--- src/rtl/apu_irq_ctrl.sv ---
// APU interrupt aggregator: edge/level capture, enable, force, and a registered
// irq line plus lowest-index pending vector, configured over AHB-Lite.
module apu_irq_ctrl #(
  parameter int N_SRC = 8,
  parameter int W_IDX = 4
) (
  input  logic             clk,
  input  logic             rst_n,
  input  logic [15:0]      ahbls_haddr,
  input  logic [1:0]       ahbls_htrans,
  input  logic             ahbls_hwrite,
  input  logic [2:0]       ahbls_hsize,
  input  logic             ahbls_hready,
  output logic             ahbls_hready_resp,
  input  logic [31:0]      ahbls_hwdata,
  output logic [31:0]      ahbls_hrdata,
  output logic             ahbls_hresp,
  input  logic [N_SRC-1:0] irq_src,
  output logic             irq,
  output logic [W_IDX-1:0] irq_num
);

  typedef enum logic [2:0] {
    A_RAW, A_EDGE, A_PEND, A_EN, A_FORCE, A_NEXT, A_RSV6, A_RSV7
  } reg_addr_e;

  logic             dph_vld_q, dph_wr_q, dph_sz_ok_q;
  reg_addr_e        dph_addr_q;
  logic [N_SRC-1:0] edge_q, edge_d, en_q, en_d, force_q, force_d;
  logic [N_SRC-1:0] pend_q, pend_d, src_prev_q;
  logic [N_SRC-1:0] pend_eff, active, wdat, pend_clr;
  logic             irq_q;
  logic [W_IDX-1:0] irq_num_q, irq_num_d;
  logic             wr_en;

  assign ahbls_hready_resp = 1'b1;
  assign ahbls_hresp       = 1'b0;
  assign wdat              = ahbls_hwdata[N_SRC-1:0];
  // A write commits on the edge that ends its data phase, i.e. when hready is high.
  assign wr_en = dph_vld_q & dph_wr_q & dph_sz_ok_q & ahbls_hready;

  always_ff @(posedge clk or negedge rst_n) begin
    if (!rst_n) begin
      dph_vld_q   <= 1'b0;
      dph_wr_q    <= 1'b0;
      dph_sz_ok_q <= 1'b0;
      dph_addr_q  <= A_RAW;
    end else if (ahbls_hready) begin
      dph_vld_q   <= ahbls_htrans[1];
      dph_wr_q    <= ahbls_hwrite;
      dph_sz_ok_q <= (ahbls_hsize == 3'd2);
      dph_addr_q  <= reg_addr_e'(ahbls_haddr[4:2]);
    end
  end

  always_comb begin
    edge_d   = edge_q;
    en_d     = en_q;
    force_d  = force_q;
    pend_clr = '0;
    if (wr_en) begin
      unique case (dph_addr_q)
        A_EDGE:  edge_d   = wdat;
        A_PEND:  pend_clr = wdat;
        A_EN:    en_d     = wdat;
        A_FORCE: force_d  = wdat;
        default: ;
      endcase
    end
  end

  // Set beats clear; masking with old and new EDGE drops pend on any mode change.
  assign pend_d   = ((irq_src & ~src_prev_q) | (pend_q & ~pend_clr)) & edge_q & edge_d;
  assign pend_eff = ((edge_q & pend_q) | (~edge_q & irq_src)) | force_q;
  assign active   = pend_eff & en_q;

  always_comb begin
    irq_num_d = '0;
    for (int i = N_SRC - 1; i >= 0; i--)
      if (active[i]) irq_num_d = W_IDX'(i);
  end

  always_ff @(posedge clk or negedge rst_n) begin
    if (!rst_n) begin
      edge_q     <= '0;
      en_q       <= '0;
      force_q    <= '0;
      pend_q     <= '0;
      src_prev_q <= '0;
      irq_q      <= 1'b0;
      irq_num_q  <= '0;
    end else begin
      edge_q     <= edge_d;
      en_q       <= en_d;
      force_q    <= force_d;
      pend_q     <= pend_d;
      src_prev_q <= irq_src;
      irq_q      <= |active;
      irq_num_q  <= irq_num_d;
    end
  end

  assign irq     = irq_q;
  assign irq_num = irq_num_q;

  always_comb begin
    ahbls_hrdata = '0;
    if (dph_vld_q) begin
      unique case (dph_addr_q)
        A_RAW:   ahbls_hrdata = 32'(irq_src);
        A_EDGE:  ahbls_hrdata = 32'(edge_q);
        A_PEND:  ahbls_hrdata = 32'(pend_eff);
        A_EN:    ahbls_hrdata = 32'(en_q);
        A_FORCE: ahbls_hrdata = 32'(force_q);
        A_NEXT:  ahbls_hrdata = {irq_q, 31'(irq_num_q)};
        default: ahbls_hrdata = '0;
      endcase
    end
  end

  logic unused_bits;
  assign unused_bits = &{1'b0, ahbls_haddr[15:5], ahbls_haddr[1:0], ahbls_htrans[0],
                         ahbls_hwdata[31:N_SRC]};

endmodule

--- config.mk ---
export PLATFORM = sky130hd
export DESIGN_NAME = apu_irq_ctrl
export DESIGN_NICKNAME = d
export VERILOG_FILES = /design/src/rtl/apu_irq_ctrl.sv
export SDC_FILE = /design/constraint.sdc
export NUM_CORES = 1
export LEC_CHECK = 0
export CORE_UTILIZATION = 35
export CTS_BUF_LIST = sky130_fd_sc_hd__clkbuf_8
export DETAILED_ROUTE_END_ITERATION = 12
export PLACE_DENSITY = 0.67
export SYNTH_ARGS = -nofsm -noshare
export SYNTH_HDL_FRONTEND = slang
export SYNTH_SLANG_ARGS = --single-unit
--- constraint.sdc ---
create_clock -name clk -period 1.79 [get_ports clk]
set_input_delay 0.2685 -clock clk [delete_from_list [all_inputs] [get_ports clk]]
set_output_delay 0.2685 -clock clk [all_outputs]
set_load 0.02 [all_outputs]
==> results of run 1 <==
## through the flow
step	std cells	utilization, %	TNS, ns
5_1_grt	451	49.8	-1.78
3_3_place_gp	438	46.8	-5.38
6_report	451	49.8	-1.06
2_1_floorplan	273	-	0
3_5_place_dp	438	46.8	-5.72
4_1_cts	450	49.2	-1.11
## layout by cell type (no fill, tap or decap), types with 3 or more instances in the layout
cell type        count
conb_1              26
mux2i_1              7
nor2_1               5
a31oi_1              3
o21ai_1              5
dfrtp_1             47
nand2_1             16
buf_12               3
o21ai_0             10
buf_2                3
buf_4               59
a21boi_1            11
a21oi_1              5
mux2_2              38
inv_1                5
clkbuf_8             5
buf_6                7
dfrtp_2              3
o221a_1              8
clkdlybuf4s50_1     28
o2bb2ai_1            4
nor2b_1              5
## flip-flops by register name, summed over array words and instances (netlist names)
name / flops
dph_vld_q: 1
force_q: 8
irq: 1
dph_wr_q: 1
edge_q: 8
dph_sz_ok_q: 1
en_q: 8
src_prev_q: 8
pend_q: 8
irq_num: 3
dph_addr_q: 3
## worst paths after layout
check                                                from                       to  slack (ns)  cells past startpoint
worst min-delay path                                rst_n  src_prev_q[0]$_DFF_PN0_       -0.02                      1
worst min register to register        en_q[2]$_DFFE_PN0P_      en_q[2]$_DFFE_PN0P_        0.54                      1
worst max-delay path            dph_addr_q[0]$_DFFE_PN0P_          ahbls_hrdata[2]       -0.20                      5
max in group asynchronous                           rst_n      edge_q[4]$_DFF_PN0_        1.25                      2
worst max register to register      dph_vld_q$_DFFE_PN0P_      edge_q[7]$_DFF_PN0_        0.11                      6
min in group clk                               irq_src[7]  src_prev_q[7]$_DFF_PN0_        0.27                      1
## logic make-up (layout without fill, tap and decap cells)
family | count (synthesis) | after routing | share of synthesized area (%)
AOI/OAI and AO/OA | 61 | 61 | 15.8
other | 2 | 26 | 0.269
muxes | 47 | 47 | 18.6
and+or+nand+nor | 50 | 50 | 11.2
buffers and inverters | 39 | 115 | 9.40
DFF | 50 | 50 | 44.8
## worst max-delay path: stages, from the launching register on
cell      delay [ns]
dfrtp_2         0.46
buf_8           0.17
mux2_2          0.35
a22oi_2         0.18
a21boi_1        0.09
buf_2           0.16
## where the power goes
group          switching (W)  internal, W
combinational       0.000315     0.000379
sequential         0.0000776      0.00121
clock               0.000356     0.000263
total               0.000748      0.00185
## area by class of cell
class / count / area share, %
inverter: 5 / 0.488
timing repair buffer: 103 / 24.1
clock inverter: 2 / 0.293
sequential: 50 / 32.6
multi-input combinational: 184 / 37.3
tap: 102 / 3.32
clock buffer: 5 / 1.79
## cells in the mapped netlist, drive strengths merged (2+ instances only)
cell type  number  area [sq um]
nor2            7          31.3
nor2b           7          46.3
o21ai          17          88.8
o2bb2ai         4          35.0
o211ai          2          15.0
o21a            2          15.0
mux2i           7          70.1
conb            2          7.51
nand3b          2          15.0
a21boi         13          97.6
buf            33           240
mux2           40           450
inv             5          18.8
and2            3          18.8
o221a           8          90.1
nand2          16          60.1
or2             2          12.5
a21oi           6          30.0
a31oi           4          25.0
and2b           2          15.0
dfrtp          50          1250
nor4bb          3          30.0
nand4           2          27.5
## timing repair
action                                  in CTS  in global routing
gates resized for setup                     78                  9
endpoints found under the setup margin      13                  9
cloned                                       1                  0
pin swaps                                   10                  5
buffers inserted                             4                  1
## routing by layer
metal  wire length (um)  vias to the layer above
li1                   -                     1054
met1               3010                     1093
met2               3220                       54
met3                230                        6
met4                 68                        0
met5                  0                        -
==> results.py, run 1 <==
metrics = {
    "detailed_routing": {
        "viasPerCell": 4.89,
        "dr.pass1.iters": 4,
        "vias": 2207,
        "wl_per_cell_um": 14.5,
        "routed_wl_um": 6530,
        "drtIter0Drc": 65,
        "drc_errors": 0,
        "ant_nets": 0,
    },
    "run_status": {
        "violations": "negative hold slack, negative setup slack",
        "outcome": "finished, violations left",
    },
    "clocking": {
        "cts_made_buffers": 5,
        "cts_tree": "done",
        "clock_latency_ns": 0.30,
        "clock_sinks": 50,
        "cts_buffer_depth": 2,
        "h-tree-depth": 2,
        "cts_root_buf": "clkbuf_8",
        "cts_hold_buf": 0,
        "clk_pin_slew_ns": 0.09,
    },
    "timing": {
        "drv_slew": 0,
        "worst_pin_slew_ns": 0.644,
        "report.final.setup_viol": 8,
        "rsz0062_at_grt": "true",
        "fin_ws_ns": -0.198,
        "holdWs_ns": -0.0186,
        "fmax_ghz": 0.503,
        "skew_ns": 0.00909,
        "finalCritPeriodShare_pct": 111,
        "hold_viol_final": 22,
        "fin_crit_ns": 1.99,
        "slew-limit-headroom_pct": 57.0,
    },
    "die": {
        "die-area_sq_um": 8340,
        "die_x_um": 91.3,
        "start_util_pct": 36.2,
        "rows": 32,
        "pin_count": 104,
        "coreArea_sq_um": 7730,
        "die_h_um": 91.3,
    },
    "cells_and_area": {
        "num-fill-cells": 708,
        "fin_nets": 414,
        "seqCellArea_sq_um": 1250,
        "antennaDiodeCount": 0,
        "drive_gt1_share_pct": 39.5,
        "multi_input_area_sq_um": 1440,
        "area_delta_synth_final_pct": 37.6,
        "stdcell_area_sq_um": 3840,
    },
    "critical_path": {
        "cp.required_ns": 1.52,
        "crit_arrival_ns": 1.72,
        "worst_setup_path_start_kind": "register",
        "cp_max_fo": 12,
        "end_kind": "output pin",
        "setup.worst_path.class": "reg -> out",
    },
    "run": {
        "cap_violations": 0,
    },
    "synthesis": {
        "yosys_warnings": 0,
        "ys_types": 45,
        "synth_edf_count": 0,
        "avgSynthCellArea_sq_um": 11.2,
        "yosysSeqAreaShare_pct": 44.8,
        "syn-cell-area_sq_um": 2790,
        "ys.flop_type": "dfrtp_1",
        "ys_async_sr_fraction_pct": 100,
        "synth_seq_cells": 50,
        "synthCells": 249,
    },
    "global_route": {
        "grt_pass1_vias": 2162,
        "gr-usage-met3_pct": 3.52,
        "overflow": 0,
        "grtUsageMet1_pct": 21.6,
        "grt_start_max_net_pins": 28,
        "met2_usage_pct": 26.7,
        "antenna_found_initial": 0,
        "grt.busiest_layer": "met2",
        "grt.total_usage_pct": 16.3,
        "grt_pass1_wl_um": 10600,
    },
    "power": {
        "powerDensity_nw_per_um2": 677,
        "cellLeakagePower_nw": 1.78,
        "peakVddDrop_mv": 0.289,
        "finalPower_w": 0.00260,
    },
    "place": {
        "gp_congestion": 0.816,
        "dp_hpwl_um": 4870,
        "pre_cts_ws_ns": -0.595,
        "portBuffers": 39,
        "placed_cell_area_sq_um": 3610,
    },
    "hold_path": {
        "hold_class": "in -> async",
    },
}
No activity file was read; power rests on OpenSTA's default activity.
==> run 2: changes to the inputs <==
--- a/config.mk
+++ b/config.mk
@@ -7,6 +7,7 @@
 export LEC_CHECK = 0
 export CORE_UTILIZATION = 35
 export CTS_BUF_LIST = sky130_fd_sc_hd__clkbuf_8
+export CTS_CLUSTER_DIAMETER = 200
 export DETAILED_ROUTE_END_ITERATION = 12
 export PLACE_DENSITY = 0.67
 export SYNTH_ARGS = -nofsm -noshare
==> results of run 2 <==
No change in the layout: final DEF, timing and power equal those of run 1.
